[config.mk]
export PLATFORM = sky130hd
export DESIGN_NAME = programmable_blinker
export DESIGN_NICKNAME = d
export VERILOG_FILES = /design/src/rtl/programmable_blinker.sv
export SDC_FILE = /design/constraint.sdc
export NUM_CORES = 1
export LEC_CHECK = 0
export CAP_MARGIN = 20
export CORE_ASPECT_RATIO = 1.4
export CORE_MARGIN = 4
export CORE_UTILIZATION = 25
export CTS_BUF_LIST = sky130_fd_sc_hd__clkbuf_8
export DETAILED_ROUTE_END_ITERATION = 7
export GPL_TIMING_DRIVEN = 1
export SKIP_LAST_GASP = 1
export SLEW_MARGIN = 20
export SYNTH_ARGS = -nofsm -noshare
export SYNTH_HDL_FRONTEND = slang
export SYNTH_SLANG_ARGS = --single-unit
[constraint.sdc]
create_clock -name clk -period 5.6 [get_ports clk]
set_clock_uncertainty 0.15 [all_clocks]
set_input_delay 1.12 -clock clk [delete_from_list [all_inputs] [get_ports clk]]
set_output_delay 1.12 -clock clk [all_outputs]
set_load 0.02 [all_outputs]
[src/rtl/programmable_blinker.sv]
`default_nettype none
// ============================================================================
// Module      : programmable_blinker
// Description : Square-wave blink generator. It holds a saturating speed
//               index that is stepped by one-cycle left (faster) and right
//               (slower) pulses. The half-period is 2^(BASE_EXP+MAX_SPEED-speed)
//               clock cycles. tick pulses high on every blink toggle.
// Revision    : 1.0 - initial release
// ============================================================================
module programmable_blinker #(
    parameter int SPEED_W       = 3,
    parameter int BASE_EXP      = 20,
    parameter int DEFAULT_SPEED = 3
) (
    input  logic               clk,
    input  logic               reset,
    input  logic               left,
    input  logic               right,
    output logic               blink,
    output logic [SPEED_W-1:0] speed,
    output logic               tick
);

    localparam int MAX_SPEED = (1 << SPEED_W) - 1;
    localparam int CNT_W     = BASE_EXP + MAX_SPEED;

    localparam logic [SPEED_W-1:0] C_MAX_SPEED     = SPEED_W'(MAX_SPEED);
    localparam logic [SPEED_W-1:0] C_DEFAULT_SPEED = SPEED_W'(DEFAULT_SPEED);
    localparam logic [SPEED_W-1:0] C_ZERO_SPEED    = '0;

    logic [CNT_W-1:0]   r_count;
    logic [CNT_W-1:0]   w_count_nxt;
    logic [CNT_W-1:0]   w_terminal;
    logic               w_tc;
    logic               w_inc;
    logic               w_dec;
    logic               w_change;
    logic [SPEED_W-1:0] w_speed_nxt;
    logic               w_blink_nxt;
    logic               w_tick_nxt;

    // Terminal count HP-1 is an all-ones mask of width (CNT_W - speed), so a
    // right shift of an all-ones word by speed yields it without a subtractor.
    always_comb begin
        w_terminal = {CNT_W{1'b1}} >> speed;
        w_tc       = (r_count == w_terminal);
    end

    // Speed stepping with saturation; simultaneous pulses cancel.
    always_comb begin
        w_inc       = left  & ~right & (speed != C_MAX_SPEED);
        w_dec       = right & ~left  & (speed != C_ZERO_SPEED);
        w_change    = w_inc | w_dec;
        w_speed_nxt = speed;
        if (w_inc) begin
            w_speed_nxt = speed + 1'b1;
        end else if (w_dec) begin
            w_speed_nxt = speed - 1'b1;
        end
    end

    // Counter wraps on terminal count and restarts on an accepted speed change
    // so the new half-period is timed from a clean zero.
    always_comb begin
        w_count_nxt = r_count + 1'b1;
        w_blink_nxt = blink;
        w_tick_nxt  = 1'b0;
        if (w_tc) begin
            w_blink_nxt = ~blink;
            w_tick_nxt  = 1'b1;
        end
        if (w_tc || w_change) begin
            w_count_nxt = '0;
        end
    end

    // State register: all outputs come straight from flops.
    always_ff @(posedge clk) begin
        if (reset) begin
            r_count <= '0;
            speed   <= C_DEFAULT_SPEED;
            blink   <= 1'b0;
            tick    <= 1'b0;
        end else begin
            r_count <= w_count_nxt;
            speed   <= w_speed_nxt;
            blink   <= w_blink_nxt;
            tick    <= w_tick_nxt;
        end
    end

endmodule
`default_nettype wire

After elaboration in Yosys (flattened, before gate mapping)
Cells that the tools add are included.
{ "word_totals": {"regBits": 32, "in_bits": 4} }
{ "op_classes": {"addsub": 3, "eq_ne": 2, "shifts": 1, "muxes": 3, "bitwise_logic": 8, "reduce_logical": 4} }
{ "ops": {"columns": ["cell", "count"], "rows": [
  ["$add A27 B1 Y27 const B", 1],
  ["$eq A27 B27 Y1", 1],
  ["$shr A27 B3 Y27 const A", 1],
  ["$mux W3", 2],
  ["$and A1 B1 Y1", 4],
  ["$add A3 B1 Y3 const B", 1],
  ["$ne A3 B3 Y1 const B", 1],
  ["$not A1 Y1", 3],
  ["$reduce_bool A3 Y1", 1],
  ["$sub A3 B1 Y3 const B", 1],
  ["$reduce_bool A2 Y1", 1],
  ["$reduce_or A2 Y1", 1],
  ["$logic_or A1 B1 Y1", 1],
  ["$mux W1", 1],
  ["$or A1 B1 Y1", 1]
]} }

Logic depth before layout (Yosys ltp)
{ "logic_depth": {"ltp_word": 6, "mapped_depth": 9} }

Worst setup path after synthesis
No wires, ideal clock.
{ "synth_path": {"path_type": "input -> register", "startpoint": "input left", "endpoint": "register speed[2]", "setup_time_ns": 0.115, "arrival_time_ns": 2.553, "required_ns": 5.335, "setup_slack_ns": 2.783, "cell_stages": 7, "path_cell_list": "nor2b_1 and2_1 inv_1 fa_1 o21ai_0 nor2_1 a2111oi_0"} }
{ "synth_between": {"elab_chain_cells": 4} }
{ "synth_rtl": {"columns": ["element", "line_no", "rtl"], "rows": [
  ["from (decl)", "17", "input logic left,"],
  ["$not A1 Y1", "52", "w_dec = right & ~left & (speed != C_ZERO_SPEED);"],
  ["$and A1 B1 Y1 (2 in series)", "52", null],
  ["$reduce_bool A2 Y1 (no line)", null, null],
  ["to (signal assigned)", "86", "speed <= w_speed_nxt;"],
  ["to (decl)", "20", "output logic [SPEED_W-1:0] speed,"]
]} }
Parallel ways exist; a longest one is shown, timed or not.
A chain may end at the register's enable or synchronous reset.

Worst setup path in the final report
Same ends and word-level chain as after synthesis.

==> impl_metrics.yaml <==
grt:
  grt_pass1_wl_mm: 6.203
  grt_pass1_vias: 1430
  antenna_found_initial: 0
  grt_overflow: 0
  grt_max_degree: 28
  grtUsageTotal: 0.09120
critical_path:
  crit_fanout: 8
  r2r-end: "r_count[23]"
  worst_setup_path_end_kind: "flip-flop"
  cp-start-kind: "primary input"
  rr_worst_depth: 8
  worstSetupPathType: "primary input to flip-flop"
  r2r_start: "r_count[0]"
  r2r_setup_slack_ns: 2.96
  crit_path_start: "left"
  arrival_ns: 3.39
  cp_data_required_time_ns: 5.60
timing:
  whs_ns: 0.3349
  tightest_slew_ns: 0.8349
  finalHoldViolCount: 0
  rsz0062_at_grt: "false"
  fin_crit_sh: 0.6057
  worst_slew_margin_rel: 0.4434
  setup_viol: 0
  slew_viol_final: 0
  tns_ns: 0
  period_minus_slack_ns: 3.392
  fmax_mhz: 294.8
min_path:
  min-delay-path-class: "flip-flop to flip-flop"
  min-delay-start: "r_count[0]"
  min_path_cells: 1
  worst_hold_path.endpoint: "r_count[0]"
die:
  start_util: 0.2586
  fp.dieArea_um2: 8297
  ios: 9
  die_w_um: 78.14
  die_h_um: 106.2
  core_area_um2: 6656
  rows: 35
clocking:
  cts.path.max_buffers: 2
  ctsHoldBuffers: 0
  cts_root_buffer: "clkbuf_8"
  clkTransAtPathRegs_ns: 0.06
  cts_made_buffers: 5
  post_cts_resized: 0
  cts_tree: "built"
  cts.sinks: 32
  clk-insertion-delay-late_ns: 0.28
  post_cts_buffers: 0
  htreeDepth: 2
synthesis:
  netlist_area_um2: 1722
  yosysSeqAreaShare: 0.3721
  ys_types: 43
  syn_area_per_cell_um2: 8.481
  syn_nets: 209
  synth_edf_count: 0
  yosysWarnings: 0
  synthArstFlopShare: 0
  ys_seq_elements: 32
  synth-main-ff-cell: "dfxtp_1"
  synthCells: 203
layout:
  antenna_cells: 0
  fillers: 739
  area_delta_synth_final_pct: 14.39
  nets: 216
  finish.utilization: 0.2959
  drive_above_1_share: 0.06635
  layout.cells.non_filler: 303
  seq_area_um2: 640.6
  multiInputGateArea_um2: 1013
route:
  vias_per_cell: 4.716
  drt_iter0_markers: 41
  drc: 0
  ant_nets: 0
  drt_wl_total_mm: 3.434
  drtPass1Iterations: 4
  vias: 1429
  post_drt_wl_per_cell_um: 11.33
power_and_ir_drop:
  power.density_nw_per_um2: 235.3
  p_leak_nw: 0.6444
  power.total_uw: 463.3
  vdd_drop_max_uv: 84.08
flow_run:
  cap_violations: 0
place:
  post-dp-hpwl_mm: 2.450
  gp_congestion: 0.7348
  port_buffers: 8
  dp.cells: 295
run_status:
  status: "finished clean"
[cell usage after synthesis (2+ instances only)]
cell	instances	area share
a211oi_1	3	0.013
a21oi_1	3	0.0087
and3_1	5	0.018
and4_1	3	0.015
buf_2	3	0.0087
buf_6	2	0.013
clkbuf_1	4	0.0087
dfxtp_1	32	0.37
inv_1	3	0.0065
nand2_1	16	0.035
nand2b_1	3	0.011
nand3_1	15	0.044
nand4_1	4	0.015
nor2_1	12	0.026
nor2b_1	5	0.018
nor3_1	26	0.076
nor3b_1	2	0.0087
nor4_4	2	0.025
o21a_1	2	0.0087
o21ai_0	10	0.029
o22ai_1	2	0.0073
or3_1	5	0.018
xnor2_1	6	0.031
xor2_1	16	0.081
[sequential cells by signal (all words and copies together) (netlist names)]
signal and count:
blink 1, r_count 27, speed 3, tick 1
[cell usage in the layout, fill, tap and decap left out, types with 2 or more instances in the layout]
| master | Yosys | final |
|---|---|---|
| nor3b_1 | 2 | 2 |
| and4_1 | 3 | 3 |
| and3_1 | 5 | 5 |
| o21ai_0 | 10 | 10 |
| nand2_1 | 16 | 16 |
| nor4_4 | 2 | 2 |
| o22ai_1 | 2 | 2 |
| a21oi_1 | 3 | 3 |
| nand4_1 | 4 | 4 |
| nor3_1 | 26 | 26 |
| clkdlybuf4s50_1 | 0 | 8 |
| nor2b_1 | 5 | 5 |
| nand3_1 | 15 | 15 |
| clkbuf_8 | 0 | 6 |
| xnor2_1 | 6 | 6 |
| nor2_1 | 12 | 12 |
| xor2_1 | 16 | 16 |
| nand2b_1 | 3 | 3 |
| or3_1 | 5 | 5 |
| dfxtp_1 | 32 | 32 |
| o21a_1 | 2 | 2 |
| inv_1 | 3 | 5 |
| a211oi_1 | 3 | 3 |
[power by group]
part | switching (mW) | total (mW) | leakage, nW | internal, mW
sequential | 0.0114 | 0.243 | 0.259 | 0.231
combinational | 0.0241 | 0.0431 | 0.332 | 0.0190
clock | 0.0811 | 0.178 | 0.0538 | 0.0964
[through the flow]
stage | area [um^2] | worst slack [ns]
2_1_floorplan | 1722 | 2.783
3_3_place_gp | 1861 | 2.003
3_5_place_dp | 1879 | 1.896
4_1_cts | 1969 | 2.181
5_1_grt | 1969 | 1.980
6_report | 1969 | 2.208
[cell families (layout without fill, tap and decap cells)]
logic type | count (synthesis) | after routing | share of synthesized area
AOI/OAI and AO/OA | 27 | 27 | 0.09811
xor gates and xnor gates | 22 | 22 | 0.1119
adders and majority gates | 2 | 2 | 0.01889
buffers and inverters | 13 | 21 | 0.03924
DFF | 32 | 32 | 0.3721
muxes | 1 | 1 | 0.006540
and+or+nand+nor | 106 | 106 | 0.3532
[critical path: stages]
cell and delay, ns:
clkdlybuf4s50_1 0.59, nor2b_1 0.35, and2_1 0.22, inv_1 0.07, fa_1 0.42, o21ai_0 0.18
nor2_1 0.05, a2111oi_0 0.40
[worst max path at each step]
stage / endpoint / depth (start not counted)
after floorplan: speed[2] / 7
after global placement: speed[2] / 8
after detailed placement: speed[2] / 8
after CTS: speed[2] / 8
after global routing: speed[2] / 8
final: speed[2] / 8
[metal layers]
layer | track usage | wire, um
met2 | 0.1544 | 1676
met3 | 0.02881 | 111
met4 | 0.04125 | 74
met1 | 0.1038 | 1572
met5 | 0 | 0
[area by class of cell]
| class | instances | area share |
|---|---|---|
| tap | 92 | 0.05845 |
| timing repair buffer | 10 | 0.05019 |
| multi-input combinational | 158 | 0.5146 |
| clock buffer | 6 | 0.04193 |
| clock inverter | 2 | 0.003812 |
| sequential | 32 | 0.3253 |
| inverter | 3 | 0.005718 |
No activity file was read; power rests on OpenSTA's default activity.
